[src/rtl/memory_bus_arbiter.sv]
// Round-robin arbiter sharing one downstream memory bus between NUM_REQ requesters, one transaction in flight.
// Optional response watchdog enabled by defining MEM_ARB_TIMEOUT_EN (adds the timeout_err port).
//
// state     | meaning
// ----------|-----------------------------------------------------------
// IDLE      | no transaction; grant the next pending requester round-robin
// ISSUE     | request presented downstream, waiting for dn_req_accept
// WAIT_RESP | read issued, waiting for the downstream response
// DELIVER   | response held for the granted requester until it takes it
module memory_bus_arbiter #(
    parameter int NUM_REQ        = 2,
    parameter int ID_W           = 3,
    parameter int ADDR_W         = 32,
    parameter int DATA_W         = 64,
    parameter int PKT_W          = 2 + ID_W + ADDR_W + DATA_W,
    parameter int TIMEOUT_CYCLES = 1024
) (
    input  logic                     clk,
    input  logic                     reset,
    input  logic [NUM_REQ-1:0]       up_req_busy,
    input  logic [NUM_REQ*PKT_W-1:0] up_req_data,
    output logic [NUM_REQ-1:0]       up_req_accept,
    output logic [NUM_REQ-1:0]       up_resp_busy,
    output logic [PKT_W-1:0]         up_resp_data,
    input  logic [NUM_REQ-1:0]       up_resp_take,
    output logic                     dn_req_busy,
    output logic [PKT_W-1:0]         dn_req_data,
    input  logic                     dn_req_accept,
    input  logic                     dn_resp_busy,
    input  logic [PKT_W-1:0]         dn_resp_data,
    output logic                     dn_resp_take,
    output logic [ID_W-1:0]          grant_id
`ifdef MEM_ARB_TIMEOUT_EN
    ,
    output logic                     timeout_err
`endif
);

    localparam int SRC_LSB  = ADDR_W + DATA_W;
    localparam int TYPE_LSB = ID_W + ADDR_W + DATA_W;
    localparam int EXT_W    = 1 << ID_W;

    localparam logic [1:0] PT_WRITE = 2'd1;
    localparam logic [1:0] PT_RESP  = 2'd2;

    if (NUM_REQ < 2 || NUM_REQ > 8 || NUM_REQ > EXT_W || TIMEOUT_CYCLES < 1) begin : g_bad_param
        $error("memory_bus_arbiter: unsupported parameter combination");
    end

    typedef enum logic [1:0] {
        IDLE      = 2'd0,
        ISSUE     = 2'd1,
        WAIT_RESP = 2'd2,
        DELIVER   = 2'd3
    } state_t;

    state_t             state_q, state_d;
    logic [ID_W-1:0]    rr_q, rr_d;
    logic [ID_W-1:0]    g_q, g_d;
    logic [PKT_W-1:0]   req_pkt_q, req_pkt_d;
    logic [PKT_W-1:0]   resp_pkt_q, resp_pkt_d;

    logic [EXT_W-1:0]   busy_ext;
    logic [ID_W-1:0]    cand;
    logic [ID_W-1:0]    pick;
    logic               found;
    logic [PKT_W-1:0]   sel_pkt;
    logic [NUM_REQ-1:0] g_onehot;

`ifdef MEM_ARB_TIMEOUT_EN
    localparam int TO_W = $clog2(TIMEOUT_CYCLES + 1);
    logic [TO_W-1:0] cnt_q;
    logic            to_fire;
    logic            timeout_q;
`endif

    assign busy_ext = EXT_W'(up_req_busy);
    assign g_onehot = NUM_REQ'(1) << g_q;

    // First pending requester at or after the round-robin pointer, wrapping.
    always_comb begin
        found = 1'b0;
        pick  = '0;
        cand  = '0;
        for (int k = 0; k < NUM_REQ; k++) begin
            cand = ID_W'((int'(rr_q) + k) % NUM_REQ);
            if (!found && busy_ext[cand]) begin
                found = 1'b1;
                pick  = cand;
            end
        end
    end

    always_comb begin
        sel_pkt = '0;
        for (int i = 0; i < NUM_REQ; i++) begin
            if (pick == ID_W'(i)) begin
                sel_pkt = up_req_data[i*PKT_W +: PKT_W];
            end
        end
    end

    always_comb begin
        state_d       = state_q;
        rr_d          = rr_q;
        g_d           = g_q;
        req_pkt_d     = req_pkt_q;
        resp_pkt_d    = resp_pkt_q;
        up_req_accept = '0;
        dn_resp_take  = 1'b0;
`ifdef MEM_ARB_TIMEOUT_EN
        to_fire       = 1'b0;
`endif
        case (state_q)
            IDLE: begin
                if (found) begin
                    up_req_accept = NUM_REQ'(1) << pick;
                    g_d           = pick;
                    req_pkt_d     = sel_pkt;
                    // The requester's own source field is not trusted.
                    req_pkt_d[SRC_LSB +: ID_W] = pick;
                    state_d       = ISSUE;
                end
            end
            ISSUE: begin
                if (dn_req_accept) begin
                    rr_d    = (g_q == ID_W'(NUM_REQ - 1)) ? '0 : g_q + 1'b1;
                    state_d = (req_pkt_q[TYPE_LSB +: 2] == PT_WRITE) ? IDLE : WAIT_RESP;
                end
            end
            WAIT_RESP: begin
                if (dn_resp_busy) begin
                    dn_resp_take = 1'b1;
                    resp_pkt_d   = dn_resp_data;
                    state_d      = DELIVER;
                end
`ifdef MEM_ARB_TIMEOUT_EN
                else if (cnt_q == TO_W'(TIMEOUT_CYCLES - 1)) begin
                    resp_pkt_d = {PT_RESP, g_q, {ADDR_W{1'b0}}, {DATA_W{1'b1}}};
                    to_fire    = 1'b1;
                    state_d    = DELIVER;
                end
`endif
            end
            DELIVER: begin
                if (|(up_resp_take & g_onehot)) begin
                    state_d = IDLE;
                end
            end
            default: state_d = IDLE;
        endcase
        // Handshake pulses must stay quiet while reset is held.
        if (reset) begin
            up_req_accept = '0;
            dn_resp_take  = 1'b0;
        end
    end

    always_ff @(posedge clk) begin
        if (reset) begin
            state_q    <= IDLE;
            rr_q       <= '0;
            g_q        <= '0;
            req_pkt_q  <= '0;
            resp_pkt_q <= '0;
        end else begin
            state_q    <= state_d;
            rr_q       <= rr_d;
            g_q        <= g_d;
            req_pkt_q  <= req_pkt_d;
            resp_pkt_q <= resp_pkt_d;
        end
    end

`ifdef MEM_ARB_TIMEOUT_EN
    always_ff @(posedge clk) begin
        if (reset) begin
            cnt_q     <= '0;
            timeout_q <= 1'b0;
        end else begin
            cnt_q     <= (state_q == WAIT_RESP) ? cnt_q + 1'b1 : '0;
            timeout_q <= to_fire;
        end
    end

    assign timeout_err = timeout_q;
`endif

    // Misrouted or mistyped responses are still delivered to the granted requester.
    always_ff @(posedge clk) begin
        if (!reset && state_q == WAIT_RESP && dn_resp_busy) begin
            assert (dn_resp_data[SRC_LSB +: ID_W] == g_q && dn_resp_data[TYPE_LSB +: 2] == PT_RESP);
        end
    end

    assign dn_req_busy  = (state_q == ISSUE);
    assign dn_req_data  = req_pkt_q;
    assign up_resp_busy = (state_q == DELIVER) ? g_onehot : '0;
    assign up_resp_data = resp_pkt_q;
    assign grant_id     = g_q;

endmodule

[config.mk]
export PLATFORM = sky130hd
export DESIGN_NAME = memory_bus_arbiter
export DESIGN_NICKNAME = d
export VERILOG_FILES = /design/src/rtl/memory_bus_arbiter.sv
export SDC_FILE = /design/constraint.sdc
export NUM_CORES = 1
export LEC_CHECK = 0
export CAP_MARGIN = 25
export CORE_AREA = 2 2 201 203
export CTS_BUF_LIST = sky130_fd_sc_hd__clkbuf_16
export CTS_CLUSTER_DIAMETER = 80
export DETAILED_ROUTE_END_ITERATION = 10
export DIE_AREA = 0 0 203 205
export GPL_ROUTABILITY_DRIVEN = 0
export PLACE_DENSITY_LB_ADDON = 0.15
export SETUP_SLACK_MARGIN = 0.05
export SYNTH_ARGS = -nofsm -noshare
export SYNTH_HDL_FRONTEND = slang
export SYNTH_SLANG_ARGS = --single-unit
[constraint.sdc]
create_clock -name clk -period 1.4 [get_ports clk]
set_input_delay 0.14 -clock clk [delete_from_list [all_inputs] [get_ports clk]]
set_output_delay 0.14 -clock clk [all_outputs]
set_load 0.01 [all_outputs]
==> qor.txt <==
Status: complete, but fails checks
Failing checks: setup timing
Total GRT Usage: 0.2049
Clock power share: 0.325
Area Overhead vs Synth: 106.6%
Seq cells post-synth: 203
HPWL after DPL: 29590 µm
Gate power share: 0.311
CTS Buffer Depth: 3
Initial DRT Pass Iterations: 5
Critical path arrival: 1.83 ns
RSZ-0062 raised after global routing: true
Multi-input logic area: 0.005047 mm²
DRC: 0
Synth top area cells: dfxtp_1, a21oi_1, a311oi_1
Post-synthesis adder-cell area fraction: 0
Biggest area consumer among synthesized cells: dfxtp_1
DR WL/cell: 22.42 µm
Setup_tns: -52.28 ns
Sequential share of power: 0.364
Max Cap Violations: 0
Vias: 10820
CP Class: flop to output port
DRT iter0 DRCs: 473
Clk sink count: 203
XOR/XNOR share of the synthesized area: 0
Slew headroom: 0.5846
P_int: 12550 µW
Fraction of layout instances using a drive strength above 1: 0.2671
Cell area after synthesis: 0.008740 mm²
Core region area: 0.03937 mm²
Compound-gate portion of the synthesized area: 0.3575
Main combinational cell family by area after synthesis: compound AO/OA/AOI/OAI gates
Max Fclk: 508.2 MHz
Switching portion of total power: 0.3050
Pleak: 0.006959 µW
Largest net degree at the start of global routing: 102
I/O pins: 522
Synth unique cells: 32
DIE WIDTH: 203 µm
Pre-CTS worst setup slack: -0.4798 ns
Hold Crit Class: primary input to flop
PD cells: 1000 mW/mm²
Multiplexer share of the synthesized area: 0.002291
Final period utilization: 1.406
Crit path max fanout: 2
CTS tree: yes
Worst-margin pin slew: 0.6231 ns
WHS: 0.1592 ns
Register area: 0.004079 mm²
Synth warn: 0
Final setup fails: 205
Register clock-pin slew on the reported worst setup and hold paths: 0.06 ns
Switching pwr: 5510 µW
Critical Path Source Type: flop
Max Slew Vio Count: 0
Syn Area/Cell: 8.183 µm²
Initial Utilization: 0.2220
WL met1: 18800 µm
Worst IR Drop VDD: 0.0006560 V
CP max stage delay: 0.35 ns
Top cell type's share of synthesized area: 0.4650
PortBufs: 511
Post-route setup slack: -0.5677 ns
Number of buffers created by CTS: 25
Total power: 18060 µW
Nature of the critical path endpoint: output port
Final Skew: 0.009835 ns
DRT Wirelength: 48860 µm
Root Driver: clkbuf_16
Post-synthesis sequential area ratio: 0.4650
CP Data Required Time: 1.26 ns
Top sig layer: met5
Synthesized instance count: 1068
Die height: 205 µm
Vias in the first global route: 10630
Antenna viol nets, final: 0
Initial antenna violation count: 4
Met3 WL: 4212 µm
Crit-path slowest cell: or3_4
Nets: 1945
Simple-gate share of the synthesized area: 0.1009
Tmin final: 1.968 ns
CTS H-Tree Depth: 1
CP cell instances: or2_4, buf_6, or3_4, nor2_4, buf_12
Filler cells: 3876
Row count: 73
Total gr overflow: 0
Hold Fails Final Rpt: 0
DIE AREA: 0.04162 mm²
First-pass GRT wire length: 65840 µm
Later-pin clock latency in the skew report: 0.53 ns
Via-per-instance ratio: 4.967
DR WL met2: 24480 µm
-- layout make-up --
type / instances / share of cell area
Sequential cell: 203 / 0.2259
Inverter: 3 / 0.0006236
Timing Repair Buffer: 672 / 0.4177
Tap cell: 525 / 0.03637
Clock inverter: 19 / 0.004919
Multi-Input combinational cell: 729 / 0.2795
Clock buffer: 25 / 0.03464
Antenna cell: 3 / 0.0004157
-- state kept, by name, summed over array words and instances (netlist names), named ones only --
register	count
dn_req_data	99
rr_q	1
state_q	1
up_resp_data	101
-- power by group through the flow --
stage / logic, µW / clock network (µW) / registers [µW]
after floorplan: 1480 / 0 / 6790
after global placement: 4350 / 0 / 6600
after detailed placement: 4350 / 0 / 6610
after CTS: 5040 / 6090 / 6540
after global routing: 5960 / 6330 / 6620
final: 5620 / 5880 / 6570
-- cells in the final DEF, fill, tap and decap left out, drive strengths merged, types with 2 or more instances in the layout --
master           n
a21oi          200
dfxtp          203
clkdlybuf4s15   26
conb             4
and3b            2
buf            152
a311oi          97
diode            3
a211oi           2
nand2          203
nor2             9
inv              5
dlygate4sd2    173
clkbuf          44
or2              2
clkinvlp         3
a31oi            2
o21ai          100
clkinv          14
mux2i            2
o211ai          97
clkdlybuf4s50  302
-- cell families after synthesis --
group,after synthesis
AO/OA/AOI/OAI,500
AND/OR/NAND/NOR,223
flip-flops,203
buffers and inverters,139
multiplexers,2
other,1
-- Yosys cell counts (all sizes together) --
cell / count
a2111oi: 1
nor3: 1
nand3b: 1
or2: 2
a311oi: 97
a211oi: 2
o2111ai: 1
and3b: 2
nor2: 9
inv: 3
or3: 1
a21oi: 200
conb: 1
o21ai: 100
and3: 1
a31oi: 2
o211ai: 97
buf: 53
mux2i: 2
clkbuf: 83
nor2b: 1
nand2b: 1
dfxtp: 203
nand4b: 1
nand2: 203
-- what timing repair did --
action	CTS	global route
endpoints found under the setup margin	405	283
cloned	21	28
setup buffers	37	25
pin swaps	208	100
endpoints found under the hold margin	0	0
hold buffers	0	0
gates resized for setup	451	167
-- worst paths after layout --
| path | cells past startpoint | startpoint | endpoint | slack, ns |
|---|---|---|---|---|
| worst max-delay path | 5 | flop | up_req_accept[1] | -0.57 |
| worst min-delay path | 3 | dn_resp_data[42] | up_resp_data[42] | 0.16 |
| worst max register to register | 8 | flop | dn_req_data[68] | -0.35 |
| worst min register to register | 2 | up_resp_data[81] | up_resp_data[81] | 0.45 |
-- worst max-delay path: cells and delay by family, from the launching register on --
family / cells / cell delay [ns]
buffers and inverters: 2 / 0.25
and+or+nand+nor: 3 / 0.72
DFF: 1 / 0.32
-- stage by stage --
stage          cells  utilization  cell area (µm²)
2_1_floorplan   1071            -             8795
3_3_place_gp    2038       0.3771            14840
3_5_place_dp    2038       0.3771            14840
4_1_cts         2139       0.4286            16870
5_1_grt         2177       0.4586            18050
6_report        2179       0.4587            18060
-- routing by layer --
layer	up-vias	track usage
met3	66	0.06713
li1	5094	-
met5	-	0
met4	2	0.06152
met2	439	0.3629
met1	5223	0.2338
(Power assumes the default switching activity.)
